===== src/rtl/seq_tx_pkg.sv =====
// Shared types and constants for the seq_tx serial transmitter.
package seq_tx_pkg;

  typedef enum logic [1:0] {
    IDLE  = 2'b00,
    PRE   = 2'b01,
    SHIFT = 2'b10,
    GAP   = 2'b11
  } state_t;

  localparam logic [1:0]  PREAMBLE = 2'b11;
  localparam int unsigned PRE_LEN  = 2;

  // Counter width that stays legal (>= 1 bit) for counts of 0 or 1.
  function automatic int unsigned cnt_w(input int unsigned n);
    return (n > 1) ? $clog2(n) : 1;
  endfunction

endpackage


===== src/rtl/seq_tx_shreg.sv =====
// Loadable DATA_W shift register with bit counter; bit_out is the next bit to emit.
module seq_tx_shreg
  import seq_tx_pkg::*;
#(
  parameter int unsigned DATA_W = 8
) (
  input  logic              clk,
  input  logic              rst_n,
  input  logic              load,
  input  logic              shift,
  input  logic              msb_first,
  input  logic [DATA_W-1:0] data,
  output logic              bit_out,
  output logic              last
);

  localparam int unsigned CW = $clog2(DATA_W);

  logic [DATA_W-1:0] sh_q;
  logic [DATA_W-1:0] src;
  logic [DATA_W-1:0] drop;
  logic [CW-1:0]     cnt_q;

  // load bypass lets the first bit leave on the accepting edge itself
  always_comb begin
    src     = load ? data : sh_q;
    bit_out = msb_first ? src[DATA_W-1] : src[0];
    drop    = msb_first ? {src[DATA_W-2:0], 1'b0} : {1'b0, src[DATA_W-1:1]};
    last    = !load && (cnt_q == CW'(DATA_W - 1));
  end

  always_ff @(posedge clk or negedge rst_n) begin
    if (!rst_n) begin
      sh_q  <= '0;
      cnt_q <= '0;
    end else if (shift) begin
      sh_q <= drop;
      if (load) begin
        cnt_q <= CW'(1);
      end else if (last) begin
        cnt_q <= '0;
      end else begin
        cnt_q <= cnt_q + 1'b1;
      end
    end else if (load) begin
      sh_q  <= data;
      cnt_q <= '0;
    end
  end

endmodule


===== src/rtl/seq_tx.sv =====
// Serial bit-sequence transmitter: valid/ready word in, one bit per clock out.
// Optional "11" sync preamble before each frame when SEQ_TX_PREAMBLE_EN is defined.
module seq_tx
  import seq_tx_pkg::*;
#(
  parameter int unsigned DATA_W    = 8,
  parameter int unsigned GAP_CYC   = 1,
  parameter int unsigned MSB_FIRST = 1
) (
  input  logic              clk,
  input  logic              rst_n,
  input  logic              in_valid,
  input  logic [DATA_W-1:0] in_data,
  output logic              in_ready,
  output logic              out,
  output logic              out_en,
  output logic              busy,
  output logic              done
);

  localparam int unsigned    GW       = cnt_w(GAP_CYC);
  localparam logic [GW-1:0]  GAP_LAST = GW'((GAP_CYC > 0) ? GAP_CYC - 1 : 0);

  state_t        state_q, state_d;
  logic [GW-1:0] gap_q, gap_d;
  logic          out_q, out_d;
  logic          out_en_q, out_en_d;
  logic          done_q, done_d;
  logic          load, shift;
  logic          sh_bit, sh_last;
`ifdef SEQ_TX_PREAMBLE_EN
  logic          pre_q, pre_d;
`endif

  seq_tx_shreg #(
    .DATA_W (DATA_W)
  ) u_shreg (
    .clk       (clk),
    .rst_n     (rst_n),
    .load      (load),
    .shift     (shift),
    .msb_first (MSB_FIRST != 0),
    .data      (in_data),
    .bit_out   (sh_bit),
    .last      (sh_last)
  );

  always_ff @(posedge clk or negedge rst_n) begin
    if (!rst_n) begin
      state_q  <= IDLE;
      gap_q    <= '0;
      out_q    <= 1'b0;
      out_en_q <= 1'b0;
      done_q   <= 1'b0;
`ifdef SEQ_TX_PREAMBLE_EN
      pre_q    <= 1'b0;
`endif
    end else begin
      state_q  <= state_d;
      gap_q    <= gap_d;
      out_q    <= out_d;
      out_en_q <= out_en_d;
      done_q   <= done_d;
`ifdef SEQ_TX_PREAMBLE_EN
      pre_q    <= pre_d;
`endif
    end
  end

  // Outputs are computed one edge ahead so out/out_en/done leave straight from flops.
  always_comb begin
    state_d  = state_q;
    gap_d    = gap_q;
    load     = 1'b0;
    shift    = 1'b0;
    out_d    = 1'b0;
    out_en_d = 1'b0;
    done_d   = 1'b0;
`ifdef SEQ_TX_PREAMBLE_EN
    pre_d    = pre_q;
`endif
    case (state_q)
      IDLE: begin
        if (in_valid) begin
          load     = 1'b1;
          out_en_d = 1'b1;
`ifdef SEQ_TX_PREAMBLE_EN
          state_d  = PRE;
          pre_d    = 1'b0;
          out_d    = PREAMBLE[1];
`else
          shift    = 1'b1;
          state_d  = SHIFT;
          out_d    = sh_bit;
`endif
        end
      end
      PRE: begin
`ifdef SEQ_TX_PREAMBLE_EN
        out_en_d = 1'b1;
        if (pre_q == 1'(PRE_LEN - 1)) begin
          shift   = 1'b1;
          state_d = SHIFT;
          out_d   = sh_bit;
          done_d  = sh_last;
        end else begin
          pre_d = pre_q + 1'b1;
          out_d = PREAMBLE[0];
        end
`else
        state_d = IDLE;
`endif
      end
      SHIFT: begin
        // done_q marks that the last data bit is on the line this cycle
        if (done_q) begin
          if (GAP_CYC > 0) begin
            state_d = GAP;
            gap_d   = '0;
          end else begin
            state_d = IDLE;
          end
        end else begin
          shift    = 1'b1;
          out_d    = sh_bit;
          out_en_d = 1'b1;
          done_d   = sh_last;
        end
      end
      GAP: begin
        if (gap_q == GAP_LAST) begin
          state_d = IDLE;
        end else begin
          gap_d = gap_q + 1'b1;
        end
      end
      default: state_d = IDLE;
    endcase
  end

  assign in_ready = (state_q == IDLE);
  assign busy     = (state_q != IDLE);
  assign out      = out_q;
  assign out_en   = out_en_q;
  assign done     = done_q;

endmodule


===== config.mk =====
export PLATFORM = sky130hd
export DESIGN_NAME = seq_tx
export DESIGN_NICKNAME = d
export VERILOG_FILES = /design/src/rtl/seq_tx_pkg.sv /design/src/rtl/seq_tx_shreg.sv /design/src/rtl/seq_tx.sv
export SDC_FILE = /design/constraint.sdc
export NUM_CORES = 1
export LEC_CHECK = 0
export ABC_AREA = 1
export CAP_MARGIN = 20
export CORE_MARGIN = 2
export CORE_UTILIZATION = 45
export DETAILED_ROUTE_END_ITERATION = 12
export GPL_ROUTABILITY_DRIVEN = 0
export PLACE_DENSITY = 0.72
export RECOVER_POWER = 100
export SLEW_MARGIN = 25
export SYNTH_ARGS = -nofsm -noshare
export SYNTH_HDL_FRONTEND = slang
export SYNTH_SLANG_ARGS = --single-unit

===== constraint.sdc =====
create_clock -name clk -period 2.8 [get_ports clk]
set_clock_uncertainty 0.2 [all_clocks]
set_input_delay 0.42 -clock clk [delete_from_list [all_inputs] [get_ports clk]]
set_output_delay 0.42 -clock clk [all_outputs]
set_load 0.02 [all_outputs]

==> summary.md <==
| Metric | Value |
|---|---|
| Gr usage total | `14.96%` |
| Routed Antenna Nets | `0` |
| DR DRC count | `0` |
| Worst min path class | `register to register` |
| H-tree Lvls | `1` |
| Top delay family on crit path | `buffers and inverters` |
| Setup crit end kind | `output pin` |
| Die width | `44.50 um` |
| DP Cell Count | `116` |
| Layout cells sized above 1 | `5.769%` |
| Post-Syn Nets | `98` |
| Part of the Yosys area used for sequential elements | `54.24%` |
| Net Sw Power | `0.3894 mW` |
| Dpl ws | `0.9014 ns` |
| P&R area growth vs syn | `26.27%` |
| Worst Max-Slew Pin Slew | `0.6922 ns` |
| Distinct cells, synth | `11` |
| Unrepaired setup endpoints after global routing | `no` |
| Drt pass-1 iters | `4` |
| Max Transition Viols Final | `0` |
| CTS Root Cell | `clkbuf_4` |
| Cell leakage power | `between 0.4 and 0.5 nW` |
| Crit path buffers/inverters | `1` |
| DR vias | `approximately 580` |
| Post-synth top area share | `54.24%` |
| Gate power share | `a little under half` |
| Initial antenna violation count | `0` |
| Achievable frequency | `roughly 440 MHz` |
| IO Pins | `16` |
| Final number of hold-violating endpoints | `0` |
| Post-synthesis adder-cell area fraction | `3.390%` |
| CP Class | `register to output pin` |
| Vias per cell | `4.850` |
| Routed len/inst | `10.46 um` |
| Nets | `around 120` |
| Initial DRC count | `6` |
| Flops & latches, synth | `16` |
| Post-CTS Setup Repair Bufs | `0` |
| # hold bufs at CTS | `0` |
| Placeable core region | `0.001524 mm2` |
| Status | `completed` |
| CTS Buf Count | `3` |
| Die height | `44.50 um` |
| Die Area | `0.001980 mm2` |
| Pint | `0.5743 mW` |
| Top cells by area, synth | `dfrtp_1 54%, nand3_1 9.5%, nand2_1 9.2%` |
| Synth Cell Area | `738.2 um2` |
| Worst Path Required | `about 2.2 ns` |
| Max cap viols | `0` |
| Largest family of logic cells by synthesized area | `simple AND/OR/NAND/NOR gates` |
| Synth Area in Simple Gates | `36.78%` |
| Worst-path cell chain | `nor2_4 -> dlygate4sd3_1` |
| Clock power frac | `15.1%` |
| First-pass GRT wire length | `2194 um` |
| Clock-pin transition on the worst setup and hold timing paths | `0.09 ns` |
| Max clock buf depth | `2` |
| Net Sw Frac | `40.41%` |
| Fin Hold WS | `slightly below 0.3 ns` |
| Number of port buffers | `15` |
| Rel. slew slack | `53.70%` |
| Synth warn | `0` |
| Crit path DAT | `1.63 ns` |
| Fin crit share | `80.36%` |
| Clk sink count | `16` |
| Antenna cells | `0` |
| Fin Setup TNS | `0 ns` |
| Complex-gate fraction of the synthesized area | `0%` |
| Area leader, netlist | `dfrtp_1` |
| Syn Area/Cell | `8.685 um2` |
| Mux contribution to synthesized area | `0%` |
| P per Cell Area | `1034 mW/mm2` |
| Critical Path Source Type | `register` |
| Post-synthesis cell count | `85` |
| Dpl hpwl | `968.8 um` |
| Largest net degree at the start of global routing | `17` |
| Total global routing overflow | `0` |
| Slack of the critical path | `0.5499 ns` |
| Finished Layout Cells | `120` |
| Register share of total power | `38.6%` |
| Number of global-route vias before repair | `532` |
| Max FO, Critical Path | `7` |
| Max VDD drop | `between 0.0005 and 0.0006 V` |
| CP max stage delay | `0.70 ns` |
| Starting Density | `48.44%` |
| Post-CTS Resized | `0` |
| Crit-path slowest cell | `dlygate4sd3_1` |
| Post-layout min period | `2.250 ns` |
| FP Rows | `14` |
| Worst skew pair latency | `0.27 ns` |
| Xor and xnor area share after synthesis | `0%` |
| Count of final setup violators | `0` |
| CTS tree | `built` |
| WL final | `1255 um` |
## power by group through the flow
stage          Combinational (mW)  Clock (mW)  Sequential, mW
2_1_floorplan               0.326           0           0.387
3_3_place_gp                0.472           0           0.373
3_5_place_dp                0.484           0           0.378
4_1_cts                     0.486       0.149           0.374
5_1_grt                     0.527       0.158           0.384
6_report                    0.447       0.145           0.372
## tightest hold or removal path, delay by kind of cell (launching register included)
family,cells,cell delay (ns)
flops,1,0.36
simple gates,2,0.11
## final cells by class
cell class	count	area, um2
clock buffers	4	36.28
fillers	148	591.8
inverters	11	41.29
multi-input cells	58	284.0
flip-flops and latches	16	400.4
well taps	16	20.02
repair buffers	15	150.1
## per-layer routing
metal	wire length [um]	global-route usage, %
met2	581	23.77
met1	598	21.32
met4	11	3.636
met3	64	2.449
met5	0	0
## registers in the layout (all words and copies together) (netlist names)
| signal | flops |
|---|---|
| u_shreg.sh_q | 8 |
| u_shreg.cnt_q | 3 |
| state_q | 2 |
| done | 1 |
| out | 1 |
| out_en | 1 |
## synthesized netlist by cell type, drive strengths merged
master  count
dfrtp      16
nor2       17
inv        11
nand2      20
ha          2
nand3b      4
nand3      15
## kinds of logic (layout without fill, tap and decap cells)
logic type	Yosys count	after routing
simple gates	56	56
flops	16	16
buf+inv	11	30
fa+ha+maj	2	2
## per-stage QoR
stage	area (um2)	power, mW	utilization (%)
after detailed placement	908.4	0.8614	59.61
after global placement	908.4	0.8453	59.61
final	932.1	0.9637	61.17
after CTS	944.7	1.009	61.99
after floorplan	738.2	0.7133	-
after global routing	932.1	1.069	61.17
## cell usage in the layout, fill, tap and decap left out
master,Yosys,final
clkbuf_4,0,3
clkbuf_8,0,1
clkdlybuf4s50_1,0,9
dfrtp_1,16,16
dlygate4sd3_1,0,6
ha_1,2,2
inv_1,10,11
nand2_1,18,19
nand2_4,2,1
nand3_1,14,15
nand3b_1,4,4
nor2_1,16,16
nor2_4,1,1
## worst paths after layout
check | start | cells past startpoint | end | slack [ns]
setup / recovery | state_q[1] | 2 | in_ready | 0.55
hold / removal | u_shreg.sh_q[7] | 2 | out | 0.30
setup reg to reg | done | 5 | u_shreg.sh_q[7] | 1.24
hold reg to reg | u_shreg.sh_q[7] | 2 | out | 0.30
max in group asynchronous | rst_n | 1 | u_shreg.sh_q[4] | 1.54
min in group asynchronous | rst_n | 1 | u_shreg.sh_q[3] | 0.42
Power figures use the tool's default switching activity.
==> RTL change 1, RTL diff (same settings) <==
Change the parameter `MSB_FIRST` from 1 to 0.
--- a/src/rtl/seq_tx.sv
+++ b/src/rtl/seq_tx.sv
@@ -7,3 +7,3 @@
   parameter int unsigned GAP_CYC   = 1,
-  parameter int unsigned MSB_FIRST = 1
+  parameter int unsigned MSB_FIRST = 0
 ) (
Behaviour: not the same (Yosys sat finds a counterexample within 4 cycles, from zero or initial values and one cycle with rst_n low).
==> RTL change 1 against the original RTL <==
- design area down 4.2%
- total power down 7.3%
- setup slack better by 0.033 ns
- global-route usage down 0.10 points
- cell count down 5.8%
- wire length up 3.4%
- sequential cell count unchanged
- synthesized area down 2.0%
- critical path type unchanged
==> RTL change 1: results (changes against the original RTL) <==
metric	value	unit	change
status	complete, no violations		unchanged
wl_per_cell	11.49	um	was 10.46 um
worst_slew_pin_slew	0.6986	ns	was 0.6922 ns
grt_antenna_before_repair	0		unchanged
nets	112		was 118
dr.pass1.iters	4		unchanged
ys_seq_area_share	55.36	%	was 54.24%
drtIter0Drc	12		was 6
grt_pass1_wl	2076	um	was 2194 um
regArea	400.4	um^2	unchanged
reg.largest.list	u_shreg.sh_q: 8 flops, u_shreg.cnt_q: 3 flops, state_q: 2 flops		unchanged
clock_latency	0.28	ns	
grt_pass1_vias	488		was 532
io_buffers	15		unchanged
antennaDiodeCount	0		unchanged
critical_path.max_fanout	7		unchanged
post_cts_buffers	0		unchanged
min_path_type	register to register		unchanged
fillerInstances	130		was 148
yosys_warnings	0		unchanged
drive_gt1_share	5.155	%	was 5.769%
yosys.cell_types.count	12		was 11
cts_root_buf	clkbuf_4		unchanged
synthCells	80		was 85
synth_commonest_cells	dfrtp_1 (16), nand2_1 (15), nand3_1 (14)		was nand2_1 (18), dfrtp_1 (16), nor2_1 (16)
cp.arrival	1.60	ns	was 1.63 ns
grt_use_total	14.85	%	was 14.96%
via_per_inst	5.133		was 4.850
postCtsResizedCells	0		unchanged
async_reset_ff_share	100.0	%	unchanged
peakVddDrop	0.6099	mV	was 0.5531 mV
post-place-ws	0.9063	ns	was 0.9014 ns
totalWireLength	1298	um	was 1255 um
cts_buffers	3		unchanged
htreeDepth	1		unchanged
hpwlAfterDp	945.7	um	was 968.8 um
clock_sink_count	16		unchanged
p_leak	0.4438	nW	was 0.4823 nW
synth.area.top_cells	dfrtp_1 (55%), nand3_1 (9.7%), nand2_1 (7.8%), nor2_1 (6.7%), inv_1 (4.7%)		was dfrtp_1 (54%), nand3_1 (9.5%), nand2_1 (9.2%), nor2_1 (8.1%), inv_1 (5.1%)
clk_path_buf_depth	2		unchanged
syn_nets	93		was 98
grt_max_degree	17		unchanged
placed_area	885.9	um^2	was 908.4 um^2
clk_pin_slew	0.08	ns	
[RTL change 1: cell count changes after synthesis, sizes merged]
| cell | before | now |
|---|---|---|
| buf | 0 | 1 |
| inv | 11 | 9 |
| nand2 | 20 | 17 |
| nand3b | 4 | 3 |
| nor2 | 17 | 14 |
| o21ai | 0 | 3 |
[RTL change 1: worst max-delay path: stages, from the launching register on]
cell	delay [ns]
dfrtp_1	0.44
nor2_4	0.19
dlygate4sd3_1	0.69
[RTL change 1: per-layer routing]
layer / vias to the layer above / wire length, um / GRT usage, %
met2: 18 / 616 / 22.35
met5: - / 0 / 0
met1: 271 / 575 / 19.03
met3: 2 / 91 / 5.306
met4: 0 / 15 / 7.273
li1: 289 / - / -
[RTL change 1: worst paths after layout]
| kind | start | end | slack (ns) | depth (start not counted) |
|---|---|---|---|---|
| max | state_q[1] | in_ready | 0.58 | 2 |
| min | u_shreg.sh_q[7] | u_shreg.sh_q[6] | 0.30 | 2 |
| max reg2reg | state_q[1] | u_shreg.sh_q[0] | 1.20 | 5 |
| min reg2reg | u_shreg.sh_q[7] | u_shreg.sh_q[6] | 0.30 | 2 |
| max in group asynchronous | rst_n | u_shreg.cnt_q[1] | 1.54 | 1 |
| min in group asynchronous | rst_n | state_q[0] | 0.42 | 1 |
[RTL change 1: layout make-up]
class	instances	share of cell area, %
Multi-Input combinational cell	54	29.83
Tap cell	16	2.241
Inverter	9	3.782
Timing Repair Buffer	15	16.81
Sequential cell	16	44.82
Clock buffer	3	2.521
[RTL change 1: power by group]
group          switching, mW  internal (mW)  total [mW]
clock network         0.0671         0.0499       0.117
logic                  0.259          0.152       0.411
registers             0.0457          0.320       0.366
[RTL change 1: logic make-up after synthesis]
family / synth area share, %
fa+ha+maj: 3.460
buf+inv: 5.709
compound gates: 2.076
simple gates: 33.39
flops: 55.36
==> RTL change 2, RTL diff (config.mk and constraints unchanged) <==
Made on the original files. Re-encode `state_t` (4 states) as one-hot, 4 bits wide.
--- a/src/rtl/seq_tx_pkg.sv
+++ b/src/rtl/seq_tx_pkg.sv
@@ -3,7 +3,7 @@
 
-  typedef enum logic [1:0] {
-    IDLE  = 2'b00,
-    PRE   = 2'b01,
-    SHIFT = 2'b10,
-    GAP   = 2'b11
+  typedef enum logic [3:0] {
+    IDLE  = 4'b0001,
+    PRE   = 4'b0010,
+    SHIFT = 4'b0100,
+    GAP   = 4'b1000
   } state_t;
Function: no difference found for any inputs over 10 cycles, from zero or initial values and one cycle with rst_n low; not proved beyond that.
==> RTL change 2 against the original RTL <==
- wire length is 48% higher
- setup slack got worse by 0.25 ns
- synthesized area increased by 23%
- sequential share of layout area decreased by 4.2 points
- total power grew 5.5%
- sequential cell count up 1
- count of clock-buffer cells in the layout shrank 1
- fmax fell by 10%
- design area grew 18%
==> RTL change 2: results (changes against the original RTL) <==
metric	value	unit	change
worst_slew_pin_slew	0.7869	ns	was 0.6922 ns
synth_commonest_cells	nand2_1 (43), dfrtp_1 (16), inv_1 (16)		was nand2_1 (18), dfrtp_1 (16), nor2_1 (16)
syn_nets	133		was 98
placed_area	1084	um^2	was 908.4 um^2
use_met3	3.374	%	was 2.449%
wl_met1	846	um	was 598 um
grt.met1_usage	22.77	%	was 21.32%
wl_per_cell	11.32	um	was 10.46 um
status	complete, no violations		unchanged
ys_seq_area_share	46.84	%	was 54.24%
reg.largest.list	u_shreg.sh_q: 8 flops, state_q: 3 flops, u_shreg.cnt_q: 3 flops		was u_shreg.sh_q: 8 flops, u_shreg.cnt_q: 3 flops, state_q: 2 flops
clk_pin_slew	0.11	ns	was 0.09 ns
r2r-end	u_shreg.sh_q[4]		was u_shreg.sh_q[7]
r2r_slack	0.85	ns	was 1.24 ns
grt_use_met2	29.91	%	was 23.77%
synth.area.top_cells	dfrtp_1 (44%), nand2_1 (18%), nand4_1 (8.2%), inv_1 (6.6%), nand3_1 (4.9%)		was dfrtp_1 (54%), nand3_1 (9.5%), nand2_1 (9.2%), nor2_1 (8.1%), inv_1 (5.1%)
met3_wirelength	80	um	was 64 um
rr_startpoint	state_q[3]		was done
grt_pass1_wl	3353	um	was 2194 um
clock_latency	0.30	ns	was 0.27 ns
dr.pass1.iters	5		was 4
htreeDepth	1		unchanged
fillerInstances	202		was 148
grt_use_total	18.08	%	was 14.96%
final_util	56.70	%	was 61.17%
critPathMaxStageDelay	0.67	ns	was 0.70 ns
synth_compound_area_share	0.5495	%	was 0%
via_per_inst	5.067		was 4.850
grt_pass1_vias	790		was 532
synth_fa_ha_area_share	2.747	%	was 3.390%
grt_max_degree	18		was 17
peakVddDrop	0.4431	mV	was 0.5531 mV
p_sw_share	43.46	%	was 40.41%
p_leak	0.6117	nW	was 0.4823 nW
nets	151		was 118
drtIter0Drc	25		was 6
drive_gt1_share	8.029	%	was 5.769%
instances_no_fill	164		was 120
hold_ws	0.2963	ns	was 0.2964 ns
met2_length	902	um	was 581 um
yosys.cell_types.count	16		was 11
period_needed	2.499	ns	was 2.250 ns
post-place-ws	0.7025	ns	was 0.9014 ns
hpwlAfterDp	1289	um	was 968.8 um
critical_path.max_fanout	4		was 7
syn_avg_cell_area	7.591	um^2	was 8.685 um^2
r2r_cells	6		was 5
## RTL change 2: cell types whose count changed in the layout (fill, tap and decap cells not counted), sizes merged, moves of 2 or more
cell / delta
nand2: +24
nand4: +14
inv: +9
nor2: -9
nand3: -6
nand3b: -4
buf: +2
## RTL change 2: power groups by stage
stage | sequential, mW | clock [mW] | combinational (mW)
6_report | 0.386 | 0.142 | 0.488
5_1_grt | 0.399 | 0.163 | 0.565
4_1_cts | 0.390 | 0.149 | 0.517
3_5_place_dp | 0.395 | 0 | 0.516
3_3_place_gp | 0.391 | 0 | 0.496
2_1_floorplan | 0.400 | 0 | 0.362
## RTL change 2: area by class of cell
cell class	instances	area, um^2	area share [%]
timing repair buffer	18	168.9	15.34
sequential	17	426.7	38.75
clock inverter	1	7.507	0.6818
tap	27	33.78	3.068
inverter	20	75.07	6.818
clock buffer	3	22.52	2.045
multi-input combinational	78	366.6	33.30
## RTL change 2: worst min-delay path: stages (launching register included)
cell,delay [ns]
dfrtp_1,0.37
nand2_1,0.06
nand2_1,0.05
